<file path="config.mk">
export PLATFORM = sky130hd
export DESIGN_NAME = har_feature_loader
export DESIGN_NICKNAME = d
export VERILOG_FILES = /design/src/rtl/har_pkg.sv /design/src/rtl/har_feature_loader.sv
export SDC_FILE = /design/constraint.sdc
export NUM_CORES = 2
export LEC_CHECK = 0
export BUFFER_PORTS_ARGS = -buffer_cell sky130_fd_sc_hd__buf_2
export CAP_MARGIN = 40
export CORE_AREA = 2 2 603 605
export CTS_BUF_LIST = sky130_fd_sc_hd__clkbuf_16
export DETAILED_ROUTE_END_ITERATION = 7
export DIE_AREA = 0 0 605 607
export PLACE_DENSITY = 0.5
export SYNTH_ARGS = -nofsm -noshare
export SYNTH_HDL_FRONTEND = slang
export SYNTH_SLANG_ARGS = --single-unit
export TNS_END_PERCENT = 100
</file>
<file path="constraint.sdc">
create_clock -name clk -period 3.5 [get_ports clk]
set_clock_uncertainty 0.1 [all_clocks]
set_input_delay 0.7 -clock clk [delete_from_list [all_inputs] [get_ports clk]]
set_output_delay 0.7 -clock clk [all_outputs]
set_load 0.005 [all_outputs]
</file>
<file path="src/rtl/har_pkg.sv">
// Shared constants, output-state encoding and feature saturation for the HAR
// classifier front end.
package har_pkg;

   localparam int IMG_SIZE    = 95;
   localparam int M           = 15;
   localparam int NUM_CLASSES = 6;

   typedef enum logic [1:0] {
      IDLE,
      FIRE,
      HOLD
   } out_state_e;

   function automatic logic signed [31:0] sat(input logic signed [31:0] x, input int clip);
      if (x > clip)       return clip;
      else if (x < -clip) return -clip;
      else                return x;
   endfunction

endpackage

</file>
<file path="src/rtl/har_feature_loader.sv">
// Collects a window of saturated features into a shadow buffer, then copies it
// to a frozen image and pulses V_valid, holding the image for HOLD_CYCLES.
module har_feature_loader #(
   parameter int IMG_SIZE    = har_pkg::IMG_SIZE,
   parameter int M           = har_pkg::M,
   parameter int HOLD_CYCLES = 4,
   parameter int CLIP        = 20000
) (
   input  logic                       clk,
   input  logic                       rst,
   input  logic                       s_valid,
   output logic                       s_ready,
   input  logic signed [M:0]          s_data,
   input  logic                       s_last,
   output logic [IMG_SIZE-1:0][M:0]   image,
   output logic                       V_valid,
   output logic                       frame_err,
   output logic [15:0]                frame_count
);
   import har_pkg::*;

   localparam int IW = (IMG_SIZE > 1) ? $clog2(IMG_SIZE) : 1;

   logic [IMG_SIZE-1:0][M:0] shadow;
   logic [IW-1:0]            idx;
   logic                     full;
   logic                     discard;
   out_state_e               state;
   logic [7:0]               holdcnt;

   logic                     xfer;
   logic                     at_end;
   logic signed [31:0]       sat_wide;
   logic [M:0]               sat_data;

   assign s_ready  = !full || discard;
   assign xfer     = s_valid && s_ready;
   assign at_end   = (idx == IW'(IMG_SIZE-1));
   assign sat_wide = sat(32'(s_data), CLIP);
   assign sat_data = sat_wide[M:0];

   // Shadow contents are don't-care until full is set, so no reset needed.
   always_ff @(posedge clk) begin
      if (xfer && !discard) shadow[idx] <= sat_data;
   end

   always_ff @(posedge clk or negedge rst) begin
      if (!rst) begin
         idx       <= '0;
         full      <= 1'b0;
         discard   <= 1'b0;
         frame_err <= 1'b0;
      end else begin
         frame_err <= 1'b0;
         if (state == IDLE && full) full <= 1'b0;
         if (xfer) begin
            if (discard) begin
               if (s_last) begin
                  discard <= 1'b0;
                  idx     <= '0;
               end
            end else if (at_end) begin
               idx <= '0;
               if (s_last) full <= 1'b1;
               else begin
                  frame_err <= 1'b1;
                  discard   <= 1'b1;
               end
            end else if (s_last) begin
               frame_err <= 1'b1;
               idx       <= '0;
            end else begin
               idx <= idx + 1'b1;
            end
         end
      end
   end

   // frame_count advances with the copy so it already reads +1 while V_valid is high.
   always_ff @(posedge clk or negedge rst) begin
      if (!rst) begin
         state       <= IDLE;
         image       <= '0;
         V_valid     <= 1'b0;
         frame_count <= '0;
         holdcnt     <= '0;
      end else begin
         case (state)
            IDLE: begin
               V_valid <= 1'b0;
               if (full) begin
                  image       <= shadow;
                  V_valid     <= 1'b1;
                  frame_count <= frame_count + 1'b1;
                  state       <= FIRE;
               end
            end
            FIRE: begin
               V_valid <= 1'b0;
               holdcnt <= 8'(HOLD_CYCLES-1);
               state   <= HOLD;
            end
            HOLD: begin
               V_valid <= 1'b0;
               if (holdcnt == 8'd0) state <= IDLE;
               else                 holdcnt <= holdcnt - 1'b1;
            end
            default: begin
               V_valid <= 1'b0;
               state   <= IDLE;
            end
         endcase
      end
   end

endmodule

</file>
# Yosys cells after proc, flatten, opt, wreduce, memory -nomap -nowiden
# Index checks and enable logic that the tools add are counted.
dict set report op_classes {
  addsub 3
  mul 0
  n_div 0
  order_cmp 4
  eq_ne 7
  n_shift 0
  n_mux 28
  bitwise_logic 0
  n_reduce_logical 14
}
# cell n
set op_table {}
lappend op_table {{1520-bit bitwise mux} 1}
lappend op_table {{16-bit demux with 7-bit select} 1}
lappend op_table {{16-bit two-way mux} 3}
lappend op_table {{7-bit two-way mux} 4}
lappend op_table {{16-bit by 1-bit adder with 16-bit output (second input constant)} 1}
lappend op_table {{16-bit greater-than comparator (second input constant)} 1}
lappend op_table {{16-bit less-than comparator (second input constant)} 1}
lappend op_table {{8-bit one-hot mux with 2 select lines} 1}
lappend op_table {{1-bit two-way mux} 14}
lappend op_table {{8-bit zero test} 1}
lappend op_table {{7-bit by 8-bit less-than comparator with 1-bit output (second input constant)} 1}
lappend op_table {{8-bit two-way mux} 1}
lappend op_table {{2-bit inequality test (second input constant)} 4}
lappend op_table {{2-bit AND reduction} 4}
lappend op_table {{8-bit by 1-bit subtractor with 8-bit output (second input constant)} 1}
lappend op_table {{7-bit by 1-bit adder with 7-bit output (second input constant)} 1}
lappend op_table {{7-bit == test (second input constant)} 1}
lappend op_table {{7-bit by 1-bit >= comparator with 1-bit output (second input constant)} 1}
lappend op_table {{2-bit one-hot mux with 3 select lines} 1}
lappend op_table {{1-bit logical AND} 4}
lappend op_table {{2-bit two-way mux} 2}
lappend op_table {{2-bit by 1-bit == test with 1-bit output (second input constant)} 1}
lappend op_table {{2-bit == test (second input constant)} 1}
lappend op_table {{1-bit zero test} 2}
lappend op_table {{3 further kinds} 3}
dict set report word_totals {
  reg_bits 3077
  latch_bits 0
  mem_bits_rw 0
  rom_bits 0
  output_inout_bits 1539
  n_memories 0
}

# Longest topological paths before layout
dict set report logic_depth {
  word_depth 7
  ltp_mapped 8
}

# Worst setup path after synthesis
# OpenSTA, ideal clock, no wires.
dict set report synth_timing {
  path_type {input to register}
  from {in s_data[0]}
  to {reg shadow[0] in the netlist's numbering (data pin)}
  setup_ns 0.955
  arrival_time_ns 5.566
  path_slack_ns -3.121
  cell_stages 5
  n_path_buf 1
  cell_sequence {or4_1 o21ai_1 a31oi_2 buf_6 nor3b_1}
}
dict set report synth_via {
  elab_chain_cells 4
  elab_cells_between_ends 5
  cone_classes {order compare (2); mux (3)}
}
# element line
set synth_rtl {}
lappend synth_rtl {{start, declared} har_feature_loader.sv:13} ;# input logic signed [M:0] s_data,
lappend synth_rtl {{16-bit less-than comparator} har_pkg.sv:17} ;# else if (x < -clip) return -clip;
lappend synth_rtl {{16-bit two-way mux} har_pkg.sv:17}
lappend synth_rtl {{16-bit two-way mux (*)} har_pkg.sv:16} ;# if (x > clip) return clip;
lappend synth_rtl {{net sat_wide[0]} har_feature_loader.sv:33} ;# logic signed [31:0] sat_wide;
lappend synth_rtl {{1520-bit bitwise mux (*)} har_feature_loader.sv:44} ;# if (xfer && !discard) shadow[idx] <= sat_data;
lappend synth_rtl {{end signal, assigned by index} har_feature_loader.sv:44}
lappend synth_rtl {{end, declared} har_feature_loader.sv:24} ;# logic [IMG_SIZE-1:0][M:0] shadow;
# The timed path passes the listed nets; every way through them passes the cells marked *.
# A chain may end at the register's enable or synchronous reset.

# Worst setup path in the final report
dict set report layout_timing {
  from {reg idx[6]}
  to {reg discard}
}
dict set report layout_via {
  elab_chain_cells 3
}
# element line
set layout_rtl {}
lappend layout_rtl {{start, declared} har_feature_loader.sv:25} ;# logic [IW-1:0] idx;
lappend layout_rtl {{start signal, assigned} har_feature_loader.sv:73} ;# idx <= idx + 1'b1;
lappend layout_rtl {{7-bit == test} har_feature_loader.sv:38} ;# assign at_end = (idx == IW'(IMG_SIZE-1));
lappend layout_rtl {{1-bit two-way mux} har_feature_loader.sv:62} ;# end else if (at_end) begin
lappend layout_rtl {{1-bit two-way mux} har_feature_loader.sv:57} ;# if (discard) begin
lappend layout_rtl {{end signal, assigned} har_feature_loader.sv:51} ;# discard <= 1'b0;
lappend layout_rtl {{end signal, assigned} har_feature_loader.sv:59} ;# discard <= 1'b0;
lappend layout_rtl {{end signal, assigned} har_feature_loader.sv:67} ;# discard <= 1'b1;
lappend layout_rtl {{end, declared} har_feature_loader.sv:27} ;# logic discard;
# Every way passes these cells.

==> summary.md <==
| Metric | Value |
|---|---|
| Drt drc | `0` |
| Worst VDD drop | `0.4014 mV` |
| Postcts setup bufs | `0` |
| RSZ-0062 raised after global routing | `false` |
| Layout cells sized above 1 | `53.74%` |
| Final Cell Area | `approximately 130000 um2` |
| Port bufs | `about 1600` |
| CTS root buf | `clkbuf_16` |
| Synth async-reset ratio | `between 50% and 60%` |
| Crit path kind | `reg2reg` |
| Final Cycle Share | `between 80 and 90%` |
| Status | `complete, no violations` |
| GRT Util Overall | `between 10% and 20%` |
| Placed Area | `roughly 120000 um2` |
| Register bit count reported by yosys | `3077` |
| Leak | `~50 nW` |
| # IOs | `between 1500 and 2000` |
| Met2 WL | `180900 um` |
| Setup-failing EPs final | `0` |
| Area Growth Syn to Fin | `25.68%` |
| Total of max-cap violations | `0` |
| Max Freq | `336.2 MHz` |
| CP Launch Type | `flop` |
| CTS tree | `built` |
| Fin util | `between 30% and 40%` |
| Pre-CTS setup slack | `-0.09840 ns` |
| Unique masters post-synth | `49` |
| Max transition margin | `a little over two fifths` |
| Die W | `605 um` |
| DRT Pass-1 Iters | `5` |
| Clk sinks | `around 3100` |
| Worst EP arrival | `between 3 and 4 ns` |
| DRT met1 WL | `approximately 140000 um` |
| Endpoints failing hold | `0` |
| Register area share after synthesis | `between 80% and 90%` |
| Max layer used | `met4` |
| Final ANT Viol Nets | `0` |
| Max Fanout on Critical Path | `7` |
| Cell Rows | `approximately 220` |
| CTS HTree Levels | `5` |
| Bufs on Longest Clock Path | `4` |
| Worst EP required | `around 4.2 ns` |
| CP endpoint kind | `flop` |
| Final nets | `between 7000 and 8000` |
| YS warnings | `0` |
| Die span in y | `607 um` |
| Routed WL | `approximately 350000 um` |
| Total grt overflow | `0` |
| Post-Synthesis Cells | `5081` |
| Starting Density | `a little under 30%` |
| Number of global-route vias before repair | `56830` |
| Routed WL per cell | `just under 30 um` |
| Pin count of the biggest net entering global routing | `84` |
| Commonest cells after routing, fill and taps aside | `dfrtp_1, buf_2, mux2_2` |
| Final Critical Period | `between 2 and 3 ns` |
| Slew Limit Fails | `0` |
| Number of synthesized flops with an enable pin | `between 1500 and 2000` |
| Core box area | `360900 um2` |
| Post-cts sizing count | `0` |
| RD Place Congestion | `roughly 0.84` |
| Post-Synthesis Cell Area | `between 100000 and 150000 um2` |
| Met3 wire len | `roughly 17000 um` |
| First-pass GRT wire length | `between 400000 and 500000 um` |
| Die area | `approximately 370000 um2` |
| Pwr Density | `between 500 and 600 nW/um2` |
| CP max stage delay | `between 0.5 and 0.6 ns` |
| Starting DRC count in detailed routing | `between 4000 and 5000` |
| Main synth FF type | `dfrtp_1` |
| # hold bufs at CTS | `3` |
| Syn_nets | `about 5100` |
| Final WS setup | `~0.53 ns` |
| HP Class | `in2reg` |
| DR vias | `between 50000 and 60000` |
| Clk slew on worst S/H paths | `approximately 0.060 ns` |
| Critical path cell sequence | `nor2b_1 > nand3_1 > buf_4 > nor2_1 > ha_1 > a31oi_1 > a31oi_1 > dlygate4sd3_1` |
| DP HPWL | `between 200000 and 250000 um` |
| Pwr Total | `approximately 0.075 W` |
| Worst-margin pin slew | `0.8477 ns` |
| Clk_lat worst skew | `~0.90 ns` |
| Hold_ws | `~0.2 ns` |
| DR vias/cell | `4.544` |
| Mean Syn Cell Area | `~21 um2` |
| Initial antenna violation count | `34` |
| Slowest cell on the critical path | `dlygate4sd3_1` |
| Top cell by count, worst path | `a31oi_1` |
| Num CTS Buffers | `approximately 330` |
## cells in the mapped netlist, types with 3 or more instances
library cell  instances  share of area (%)
xor2_1                9              0.075
buf_4                46               0.33
nor3b_1               9              0.064
nand2_1              33               0.12
a21o_1                6              0.043
a21oi_1               3              0.014
o21ai_0               5              0.024
ha_1                  7              0.083
nor2b_1               6              0.036
dfrtp_1            1557                 37
nand3_1              16              0.076
nor3_1               11              0.052
clkbuf_1             10              0.036
nand4_1               3              0.018
xnor2_1               7              0.058
nand2b_1              5              0.030
inv_1                13              0.046
mux2i_1               3              0.029
nor2_1              126               0.45
buf_6               113                1.2
buf_2                17              0.081
edfxtp_1           1520                 43
mux2_2             1521                 16
a31oi_1               3              0.018
## stage by stage
stage / instances / TNS [ns]
detailed placement: 11590 / -3.856
global placement: 11580 / -10.87
CTS: 12210 / 0
finish: 12220 / 0
global route: 12210 / 0
floorplan: 5081 / -264.09
## critical path: cells and delay by family (launching register included)
family | cells | cell delay (ns)
AOI/OAI and AO/OA | 2 | 0.27
adders and majority gates | 1 | 0.17
buffers and inverters | 2 | 0.97
DFF | 1 | 0.46
and+or+nand+nor | 3 | 0.92
## path summary, 6_finish.rpt
check | depth (start not counted) | startpoint | slack (ns) | endpoint
worst max-delay path | 8 | idx[6] | 0.53 | discard
worst min-delay path | 3 | s_valid | 0.19 | frame_err
worst max register to register | 8 | idx[6] | 0.53 | discard
worst min register to register | 1 | shadow[974] | 0.34 | image[974]
max in group asynchronous | 3 | rst | 1.71 | image[1337]
min in group asynchronous | 2 | rst | 0.32 | image[515]
## power by group
part           internal, W  switching, W  leakage, nW
logic             0.000677       0.00189         13.7
clock network       0.0192        0.0147         5.53
registers           0.0386      0.000226         31.2
## kinds of logic after synthesis
family,count (synthesis),synth area share (%)
multiplexers,1524,16.33
buffers and inverters,199,1.703
XOR/XNOR,16,0.1334
adder cells (fa/ha/maj),7,0.08336
AND/OR/NAND/NOR,227,0.9956
AO/OA/AOI/OAI,31,0.2251
flip-flops,3077,80.53
## area by class of cell
type	count	area, um2
fill	33760	228800
sequential	3077	84610
multi-input combinational	1805	19080
timing repair buffer	1902	11720
clock buffer	339	8483
tap	4794	5998
clock inverter	279	2074
inverter	13	48.80
antenna	12	30.03
## flip-flops by register name, indices dropped and copies added, names as in the netlist
signal       flops
V_valid          1
shadow        1520
idx              7
full             1
state            2
frame_err        1
image         1520
holdcnt          8
discard          1
frame_count     16
## routing by layer
layer  global-route usage [%]  vias to the layer above
met5                        0                        -
met4                    7.368                        0
met3                    2.757                      487
met2                    32.41                     1957
met1                    23.15                    30060
li1                         -                    23020
No activity file was read; power rests on OpenSTA's default activity.
